--- config.mk ---
export PLATFORM = sky130hd
export DESIGN_NAME = branch_resolve_unit
export DESIGN_NICKNAME = d
export VERILOG_FILES = /design/src/rtl/branch_resolve_unit.sv
export SDC_FILE = /design/constraint.sdc
export NUM_CORES = 1
export LEC_CHECK = 0
export ABC_CLOCK_PERIOD_IN_PS = 2700
export BUFFER_PORTS_ARGS = -buffer_cell sky130_fd_sc_hd__buf_2
export CORE_MARGIN = 1.5
export CORE_UTILIZATION = 25
export CTS_BUF_LIST = sky130_fd_sc_hd__clkbuf_8
export CTS_CLUSTER_DIAMETER = 120
export DETAILED_ROUTE_END_ITERATION = 6
export GPL_TIMING_DRIVEN = 0
export MAX_ROUTING_LAYER = met4
export SYNTH_ARGS = -nofsm -noshare
export SYNTH_HDL_FRONTEND = slang
export SYNTH_SLANG_ARGS = --single-unit
--- constraint.sdc ---
create_clock -name clk -period 2.7 [get_ports clk]
set_clock_uncertainty 0.05 [all_clocks]
set_input_delay 0 -clock clk [delete_from_list [all_inputs] [get_ports clk]]
set_output_delay 0 -clock clk [all_outputs]
set_load 0.01 [all_outputs]
--- src/rtl/branch_resolve_unit.sv ---
// In-flight conditional branch tracker: queues fetch-time predictions, compares them
// against execute outcomes, drives table updates and issues flush/redirect on mispredicts.
module branch_resolve_unit #(
    parameter int LOWER = 5,
    parameter int PC_W  = 32,
    parameter int DEPTH = 4
) (
    input  logic             clk,
    input  logic             arst_n,
    input  logic             if_valid,
    input  logic             if_is_branch,
    input  logic [LOWER-1:0] if_index,
    input  logic             if_prediction,
    input  logic             ex_valid,
    input  logic             ex_is_branch,
    input  logic             ex_taken,
    input  logic             ex_jump,
    input  logic [PC_W-1:0]  ex_pc,
    input  logic [PC_W-1:0]  ex_target,
    output logic             fetch_stall,
    output logic             flush,
    output logic [PC_W-1:0]  redirect_pc,
    output logic             bht_en,
    output logic [LOWER-1:0] bht_write_addr,
    output logic             bht_was_taken,
    output logic             bht_jumped,
    output logic [15:0]      branch_count,
    output logic [15:0]      mispredict_count,
    output logic             pop_err
);

    localparam int PTR_W = $clog2(DEPTH);
    localparam logic [PTR_W-1:0] PTR_ONE    = PTR_W'(1);
    localparam logic [PTR_W:0]   CNT_ONE    = (PTR_W + 1)'(1);
    localparam logic [PTR_W:0]   FULL_COUNT = (PTR_W + 1)'(DEPTH);

    logic [LOWER-1:0] q_index [DEPTH];
    logic [DEPTH-1:0] q_pred;
    logic [PTR_W-1:0] rd_ptr;
    logic [PTR_W-1:0] wr_ptr;
    logic [PTR_W:0]   count;

    logic pop_req;
    logic pop_ok;
    logic queue_empty;
    logic actual;
    logic flush_next;
    logic push;

    always_comb begin
        fetch_stall = (count == FULL_COUNT);
        queue_empty = (count == '0);
        pop_req     = ex_valid & (ex_is_branch | ex_jump);
        pop_ok      = pop_req & ~queue_empty;
        actual      = ex_taken | ex_jump;
        flush_next  = pop_ok & (actual != q_pred[rd_ptr]);
        // A mispredict makes this fetch wrong-path, so it never enters the queue.
        push        = if_valid & if_is_branch & ~fetch_stall & ~flush_next;
    end

    always_ff @(posedge clk) begin
        if (push) begin
            q_index[wr_ptr] <= if_index;
            q_pred[wr_ptr]  <= if_prediction;
        end
    end

    always_ff @(posedge clk) begin
        if (arst_n) begin
            rd_ptr <= '0;
            wr_ptr <= '0;
            count  <= '0;
        end else if (flush_next) begin
            rd_ptr <= '0;
            wr_ptr <= '0;
            count  <= '0;
        end else begin
            if (push)
                wr_ptr <= wr_ptr + PTR_ONE;
            if (pop_ok)
                rd_ptr <= rd_ptr + PTR_ONE;
            case ({push, pop_ok})
                2'b10:   count <= count + CNT_ONE;
                2'b01:   count <= count - CNT_ONE;
                default: count <= count;
            endcase
        end
    end

    always_ff @(posedge clk) begin
        if (arst_n) begin
            flush            <= 1'b0;
            redirect_pc      <= '0;
            bht_en           <= 1'b0;
            bht_write_addr   <= '0;
            bht_was_taken    <= 1'b0;
            bht_jumped       <= 1'b0;
            branch_count     <= '0;
            mispredict_count <= '0;
            pop_err          <= 1'b0;
        end else begin
            flush  <= flush_next;
            bht_en <= pop_ok;
            if (flush_next)
                redirect_pc <= actual ? ex_target : ex_pc + PC_W'(4);
            if (pop_ok) begin
                bht_write_addr <= q_index[rd_ptr];
                bht_was_taken  <= actual;
                bht_jumped     <= ex_jump;
                if (branch_count != '1)
                    branch_count <= branch_count + 16'd1;
            end
            if (flush_next && mispredict_count != '1)
                mispredict_count <= mispredict_count + 16'd1;
            if (pop_req && queue_empty)
                pop_err <= 1'b1;
        end
    end

endmodule
Word-level counts from Yosys, hierarchy flattened --
Memory sizes are Yosys's and may differ from the RTL's. A register that Yosys moved wholly into a read port is not among the register bits. Cells that the tools add are included. Widths: inputs -> output; s select.
Word-level totals: register bits 80, bits in latches 0, bits in writable memories 20, bits in read-only memories 0, input port bits 78, output and inout bits 75, memories kept 1
Cells by class: $add $sub $neg 7, $mul 0, div/mod/pow operators 0, magnitude comparators 3, eq/ne operators 6, shift operators 0, multiplexer cells 9, bitwise gates (word level) 11, reductions and logical operators 7
Memory list:
- q_index | words 4, bits a word 5, rd ports 1, clocked after Yosys merged registers in 1, write ports 1, line 37 | logic [LOWER-1:0] q_index [DEPTH];
Operator list (number):
- $add 16x1->16 const B | 2
- $add 32x3->32 const B | 1
- $mux 32 | 1
- $ne 16x16->1 const B | 2
- $and 1x1->1 | 6
- $lt 2x3->1 const B | 2
- $pmux 3 s2 | 1
- $add 2x1->2 const B | 2
- $bwmux 4 | 1
- $mux 1 | 4
- $add 3x1->3 const B | 1
- $eq 3x3->1 const B | 1
- $logic_and 1x1->1 | 3
- $logic_not 3->1 | 1
- $not 1->1 | 3
- $sub 3x1->3 const B | 1
- $bmux 1 s2 | 1
- $demux 1 s2 | 1
- $eq 2x1->1 const B | 1
- $eq 2x2->1 const B | 1
- $ge 2x1->1 const B | 1
- $or 1x1->1 | 2
- $reduce_and 2->1 | 1
- $reduce_bool 2->1 | 1
- other kinds (2) | 2

Depth between registers and ports, before layout --
Gate-level depths: netlist of the first run.
depth after elaboration 8, mapped depth 14, depth with buffers taken out 13

Worst setup path after synthesis of the first run --
Ideal clock, no wire load.
path type flip-flop to flip-flop, start point reg rd_ptr[0], end point reg count[2], setup time 0.121 ns, arrival time 2.577 ns, required time 2.529 ns, slack -0.048 ns, cell stages (with the launch flop) 14, path buffers 1, path through dfxtp_1 buf_6 mux4_2 xnor2_4 and2_1 nor3_1 inv_1 ha_1 inv_1 fa_1 xor2_1 nor2_1 xnor2_1 nor2_1
On the way: longest elaborated chain between the ends 8, elaborated cells between the ends (all ways) 11, those cells by class eq/ne (3); mux (3); bitwise (3); reduce/logical (2)
Ends and longest elaborated chain:
- start: declaration | line 39 | logic [PTR_W-1:0] rd_ptr;
- start signal: assignment | line 81 | rd_ptr <= rd_ptr + PTR_ONE;
- $bmux 1 s2 (*) | line 56 | flush_next = pop_ok & (actual != q_pred[rd_ptr]);
- $mux 1 (implied by the code) (*) | line 56
- $ne 1x1->1 (*) | line 56
- $and 1x1->1 (*) | line 56
- $not 1->1 | line 58 | push = if_valid & if_is_branch & ~fetch_stall & ~flush_next;
- $and 1x1->1 | line 58
- $eq 2x1->1 / $eq 2x2->1 (equally long branches) | line 82 | case ({push, pop_ok})
- $pmux 3 s2 / $reduce_bool 2->1 (equally long branches)
- end signal: assignment | line 83 | 2'b10: count <= count + CNT_ONE;
- end signal: assignment | line 84 | 2'b01: count <= count - CNT_ONE;
- end signal: assignment | line 85 | default: count <= count;
- end: declaration | line 41 | logic [PTR_W:0] count;
Mark *: on every way between the ends. The rest lies on a longest branch, timed or not. The select of a mux whose other input is x is not followed. A chain may end at the register's enable or synchronous reset.

Final worst setup path of the first run --
Ends and elaborated chain as after synthesis.

==> impl_metrics.env, run 1 <==
export IMPL_worst_pin_slew_ns=1.06
export IMPL_critPathRequiredTime_ns=2.95
export IMPL_die_w_um=146
export IMPL_num_io_pins=153
export IMPL_cellPowerDensity_mw_per_mm2=532
export IMPL_cts_sinks=105
export IMPL_crit_path_top_delay_cell="mux4_2"
export IMPL_p_int_mw=2.55
export IMPL_drive_gt1_share_pct=26.6
export IMPL_dp_worst_setup_slack_ns=-0.312
export IMPL_first_pass_iters=4
export IMPL_postSynthRegisterBits=105
export IMPL_avgSynthCellArea_um2=9.44
export IMPL_yosysSeqAreaShare_pct=45.8
export IMPL_drc=0
export IMPL_yosys_warnings=0
export IMPL_clock_latency_ns=0.40
export IMPL_synth_area_mm2=0.00511
export IMPL_ys_async_sr_fraction_pct=0
export IMPL_setup_worst_path_class="reg2reg"
export IMPL_viasPerCell=4.74
export IMPL_arrival_ns=2.80
export IMPL_slew_headroom_pct=28.6
export IMPL_p_clk_share_pct=28.0
export IMPL_cts_buffer_depth=2
export IMPL_htree_levels=3
export IMPL_nets=861
export IMPL_post_route_util_pct=35.4
export IMPL_swShare_pct=33.0
export IMPL_status="completed"
export IMPL_antenna_found_initial=1
export IMPL_cp_end_kind="register"
export IMPL_critPathBufInv=3
export IMPL_core_area_mm2=0.0202
export IMPL_setup_viol=0
export IMPL_p_comb_share_pct=24.8
export IMPL_root_buffer="clkbuf_8"
export IMPL_die_y_um=146
export IMPL_max_stage_delay_ns=0.56
export IMPL_setup_slack_ns=0.151
export IMPL_syn_inst=542
export IMPL_vias=4980
export IMPL_finalSetupTns_ns=0
export IMPL_start_util_pct=25.4
export IMPL_start_kind="register"
export IMPL_dieArea_mm2=0.0213
export IMPL_grt_pass1_wl_mm=25.1
export IMPL_max_vdd_ir_drop_v=0.000282
export IMPL_cap_violations=0
export IMPL_cp_top_family="multiplexers"
export IMPL_critPathMaxFanout=2
export IMPL_dr_first_iter_drc_count=259
export IMPL_wl_mm=16.0
export IMPL_rsz0062_at_grt="yes"
export IMPL_area_growth_pct=39.8
export IMPL_synth_cell_types=53
export IMPL_wl_per_cell_um=15.2
export IMPL_synth_edff_count=24
export IMPL_grt_pass1_vias=4745
export IMPL_clock_fmax_mhz=392
export IMPL_port_buffers=150
export IMPL_rows=52
export IMPL_fin_crit_ns=2.55
export IMPL_numCtsBuffers=9
export IMPL_yosys_most_used_dff="dfxtp_1"
export IMPL_syn_num_nets=629
export IMPL_crit_chain="buf_6 -> mux4_2 -> xnor2_4 -> and2_4 -> nor3_1 -> inv_1 -> ha_2 -> inv_1 -> fa_2 -> xor2_1 -> nor2_1 -> xnor2_1 -> nor2_1"
export IMPL_p_leak_nw=2.86
export IMPL_hold_viol=0
export IMPL_share_seq_of_total_power_pct=47.2
export IMPL_groute_usage_overall_pct=15.3
export IMPL_gp_congestion=0.829
export IMPL_final_common_cell="buf_2"
export IMPL_hold_path_class="in2reg"
export IMPL_cts_reportedPaths_clkPinSlew_ns=0.13
export IMPL_cts_tree="done"
export IMPL_ant_nets=0
export IMPL_finalPower_mw=3.80
export IMPL_min_period_over_period_pct=94.4
export IMPL_overflow=0
export IMPL_final_cell_mix="buf_2, dfxtp_1, dlygate4sd3_1, nand2_1, nor2_1"
export IMPL_slew_violations=0
export IMPL_place_hpwl_mm=11.5
export IMPL_p_sw_mw=1.26
export IMPL_grt_max_degree=23
[synthesized netlist by cell type (all sizes together) (16+ instances only)]
library cell / n / area, um2
a21oi: 39 / 195
xor2: 21 / 184
o21ai: 24 / 120
nor2: 40 / 150
nand3: 24 / 120
clkbuf: 23 / 86.3
dfxtp: 81 / 1620
nand4: 21 / 131
o2bb2ai: 17 / 149
nand2: 52 / 198
edfxtp: 24 / 721
nor3: 16 / 80.1
[registers in the layout, summed over array words and instances, names as in the netlist]
| signal | flops |
|---|---|
| redirect_pc | 32 |
| q_index | 20 |
| branch_count | 16 |
| mispredict_count | 16 |
| bht_write_addr | 5 |
| q_pred | 4 |
| count | 3 |
| rd_ptr | 2 |
| wr_ptr | 2 |
| bht_en | 1 |
| bht_jumped | 1 |
| bht_was_taken | 1 |
| flush | 1 |
| pop_err | 1 |
[kinds of logic after synthesis]
family                   after synthesis  synth area share (%)
buffers and inverters                 44                  3.64
adder cells (fa/ha/maj)                9                  2.35
AO/OA/AOI/OAI                        126                  16.7
XOR/XNOR                              35                  6.36
AND/OR/NAND/NOR                      209                  20.9
flip-flops                           105                  45.8
multiplexers                          14                  4.21
[power groups by stage]
| stage | Combinational (mW) | Clock, mW | Sequential, mW |
|---|---|---|---|
| floorplan | 0.473 | 0 | 1.85 |
| global placement | 0.812 | 0 | 1.82 |
| detailed placement | 0.820 | 0 | 1.82 |
| CTS | 0.930 | 1.10 | 1.80 |
| global route | 1.04 | 1.16 | 1.81 |
| finish | 0.943 | 1.07 | 1.80 |
[area by class of cell]
type | instances | area (um2)
flip-flops and latches | 105 | 2340
inverters | 13 | 48.8
clock inverters | 7 | 91.3
multi-input cells | 393 | 2610
clock buffers | 9 | 124
plain buffers | 30 | 138
repair buffers | 222 | 1450
diodes | 1 | 2.50
fillers | 2085 | 13000
well taps | 270 | 338
[worst register-to-register path, cell delays in order (launching register included)]
cell and delay, ns:
dfxtp_2 0.34, buf_6 0.09, mux4_2 0.56, xnor2_4 0.16
and2_4 0.16, nor3_1 0.04, inv_1 0.06, ha_2 0.17
inv_1 0.05, fa_2 0.33, xor2_1 0.14, nor2_1 0.11
xnor2_1 0.12, nor2_1 0.05
[through the flow]
step / cell area, um2 / hold slack [ns] / cells
floorplan: 5120 / 0.0489 / 542
global placement: 6210 / 0.170 / 962
detailed placement: 6210 / 0.173 / 962
CTS: 7110 / 0.00236 / 1045
global route: 7150 / 0.0776 / 1050
finish: 7150 / 0.0390 / 1050
[metal layers]
layer / global-route usage (%) / up-vias / share of wire (%)
met1: 20.0 / 2338 / 48
met2: 23.7 / 137 / 46
met4: 6.57 / 0 / 2.8
met3: 2.09 / 33 / 3.4
li1: - / 2472 / -
met5: - / - / 0
[worst paths after layout]
kind | start | end | slack [ns] | cells after the start
max | rd_ptr[0]$_SDFFE_PP0P_ | count[2]$_SDFFE_PP0P_ | 0.15 | 13
min | ex_pc[6] | redirect_pc[6]$_SDFFE_PP0P_ | 0.04 | 4
max reg2reg | rd_ptr[0]$_SDFFE_PP0P_ | count[2]$_SDFFE_PP0P_ | 0.15 | 13
min reg2reg | bht_write_addr[1]$_SDFFE_PP0P_ | bht_write_addr[1]$_SDFFE_PP0P_ | 0.41 | 2
[what timing repair did]
action / in CTS / in global routing
endpoints found under the setup margin: 13 / 13
resized for setup: 3 / 7
pin swaps: 1 / 4
endpoints found under the hold margin: 58 / 0
setup buffers: 3 / 3
hold buffers: 65 / 0
gates cloned: 0 / 0
No activity file was read; power rests on OpenSTA's default activity.
==> run 2: changes to the inputs <==
--- a/config.mk
+++ b/config.mk
@@ -5,6 +5,7 @@
 export SDC_FILE = /design/constraint.sdc
 export NUM_CORES = 1
 export LEC_CHECK = 0
+export ABC_AREA = 1
 export ABC_CLOCK_PERIOD_IN_PS = 2700
 export BUFFER_PORTS_ARGS = -buffer_cell sky130_fd_sc_hd__buf_2
 export CORE_MARGIN = 1.5
==> impl_metrics.env, run 2 <==
export IMPL_groute_usage_overall_pct=16.3
export IMPL_final_common_cell="nand2_1"
export IMPL_crit_path_top_delay_cell="dlygate4sd3_1"
export IMPL_yosysSeqAreaShare_pct=40.8
export IMPL_place_hpwl_mm=13.8
export IMPL_place_area_mm2=0.00686
export IMPL_ys_async_sr_fraction_pct=0
export IMPL_max_vdd_ir_drop_v=0.000180
export IMPL_gp_congestion=0.953
export IMPL_die_y_um=155
export IMPL_post_cts_buffers=0
export IMPL_avgSynthCellArea_um2=6.74
export IMPL_numCtsBuffers=9
export IMPL_area_growth_pct=36.8
export IMPL_grt_max_degree=22
export IMPL_dieArea_mm2=0.0239
export IMPL_htree_levels=3
export IMPL_postSynthRegisterBits=105
export IMPL_cp_end_kind="register"
export IMPL_synth_top_area_cell="dfxtp_1"
export IMPL_overflow=0
export IMPL_cellPowerDensity_mw_per_mm2=426
export IMPL_top_regs="redirect_pc (32), q_index (20)"
export IMPL_critPathRequiredTime_ns=3.00
export IMPL_fin_crit_ns=2.46
export IMPL_p_leak_nw=3.37
export IMPL_worst_pin_slew_ns=0.643
export IMPL_synth_cell_types=35
export IMPL_critPathMaxFanout=10
export IMPL_synth_top_area_share_pct=28.2
export IMPL_start_util_pct=25.4
export IMPL_arrival_ns=2.76
export IMPL_num_io_pins=153
export IMPL_synth_area_top_cells="dfxtp_1, nand2_1, edfxtp_1"
export IMPL_largest_register_ffs=32
export IMPL_drive_gt1_share_pct=18.3
export IMPL_grt_pass1_vias=5998
export IMPL_setup_worst_path_class="reg2reg"
export IMPL_rsz0062_at_grt="no"
export IMPL_holdWs_ns=0.0221
export IMPL_nets=1177
export IMPL_clock_latency_ns=0.40
export IMPL_yosys_most_used_dff="dfxtp_1"
export IMPL_max_stage_delay_ns=0.55
export IMPL_slew_violations=0
export IMPL_cts_sinks=105
export IMPL_hold_viol=0
export IMPL_fin_area_mm2=0.00785
export IMPL_synth_area_mm2=0.00574
export IMPL_final_cell_mix="nand2_1, buf_2, nor2_1, dfxtp_1, dlygate4sd3_1"
export IMPL_min_period_over_period_pct=91.0
export IMPL_vias=6177
export IMPL_cts_tree="done"
export IMPL_ant_nets=0
export IMPL_grt_pass1_wl_mm=29.7
export IMPL_syn_inst=852
export IMPL_antennaDiodeCount=0
export IMPL_clock_fmax_mhz=407
export IMPL_yosysMostFrequentCell="nand2_1"
export IMPL_start_kind="register"
export IMPL_die_w_um=155
export IMPL_synth_edff_count=24
export IMPL_cap_violations=0
export IMPL_antenna_found_initial=0
export IMPL_crit_chain="buf_2 -> inv_2 -> nand3_1 -> nand2_1 -> nand2_2 -> nand3_2 -> buf_2 -> nor2_1 -> nand2_1 -> dlygate4sd3_1 -> nand2_1"
export IMPL_status="completed"
export IMPL_slew_headroom_pct=57.0
export IMPL_port_buffers=151
export IMPL_cp_common_cell="nand2_1"
export IMPL_setup_viol=0
export IMPL_drc=0
export IMPL_cts_reportedPaths_clkPinSlew_ns=0.12
export IMPL_dr_first_iter_drc_count=309
export IMPL_wl_mm=18.3
export IMPL_finalSetupTns_ns=0
export IMPL_top_register="redirect_pc"
export IMPL_syn_num_nets=939
export IMPL_cts_buffer_depth=2
export IMPL_yosys_warnings=0
export IMPL_wl_per_cell_um=13.3
export IMPL_rows=55
export IMPL_hold_path_class="in2reg"
export IMPL_core_area_mm2=0.0226
export IMPL_viasPerCell=4.48
export IMPL_first_pass_iters=4
export IMPL_synth_common_cells="nand2_1, nor2_1, dfxtp_1"
export IMPL_root_buffer="clkbuf_8"
run 2: critical path, delay by kind of cell (launching register included):
family,cells,cell delay (ns)
simple gates,7,0.81
buf+inv,4,1.21
flops,1,0.32
run 2: stage by stage:
| step | cells | utilization, % | setup slack [ns] | power, mW |
|---|---|---|---|---|
| after floorplan | 852 | - | 0.554 | 1.96 |
| after global placement | 1288 | 30.4 | 0.163 | 2.17 |
| after detailed placement | 1288 | 30.4 | 0.121 | 2.17 |
| after CTS | 1381 | 34.8 | 0.0964 | 3.39 |
| after global routing | 1380 | 34.8 | 0.00434 | 3.53 |
| final | 1380 | 34.8 | 0.243 | 3.35 |
run 2: worst paths after layout:
kind,startpoint,endpoint,slack [ns],depth (start not counted)
worst min-delay path,ex_pc[11],redirect_pc[11]$_SDFFE_PP0P_,0.02,5
worst max register to register,rd_ptr[1]$_SDFFE_PP0P_,redirect_pc[19]$_SDFFE_PP0P_,0.24,11
worst max-delay path,rd_ptr[1]$_SDFFE_PP0P_,redirect_pc[19]$_SDFFE_PP0P_,0.24,11
worst min register to register,redirect_pc[11]$_SDFFE_PP0P_,redirect_pc[11]$_SDFFE_PP0P_,0.40,2
run 2: logic make-up (layout without fill, tap and decap cells):
| group | count (synthesis) | count (layout) | synth area share (%) |
|---|---|---|---|
| and+or+nand+nor | 543 | 543 | 38.8 |
| DFF | 105 | 105 | 40.8 |
| adders and majority gates | 9 | 9 | 2.09 |
| xor gates and xnor gates | 24 | 24 | 3.66 |
| muxes | 5 | 5 | 0.871 |
| AOI/OAI and AO/OA | 88 | 88 | 7.97 |
| buffers and inverters | 78 | 321 | 5.86 |
run 2: cell type report:
class                      instances  area (um2)
clock inverter                     7         103
clock buffer                       9         124
tap                              285         357
buffer                            22         125
timing repair buffer             228        1530
fill                            2451       14700
sequential                       105        2340
inverter                          55         208
multi-input combinational        669        3070
run 2: per-layer routing:
metal	global-route usage, %	share of wire, %
met5	-	0
met4	5.95	1.9
met3	2.19	4.1
met2	28.1	48
met1	19.4	46
run 2: power breakdown:
part	internal (mW)	switching [mW]
sequential	1.66	0.0304
clock	0.465	0.662
combinational	0.237	0.292
run 2: timing repair:
item | in CTS | in global routing
endpoints found under the hold margin | 63 | 0
resized for setup | 0 | 4
hold buffers | 77 | 0
endpoints found under the setup margin | 0 | 25
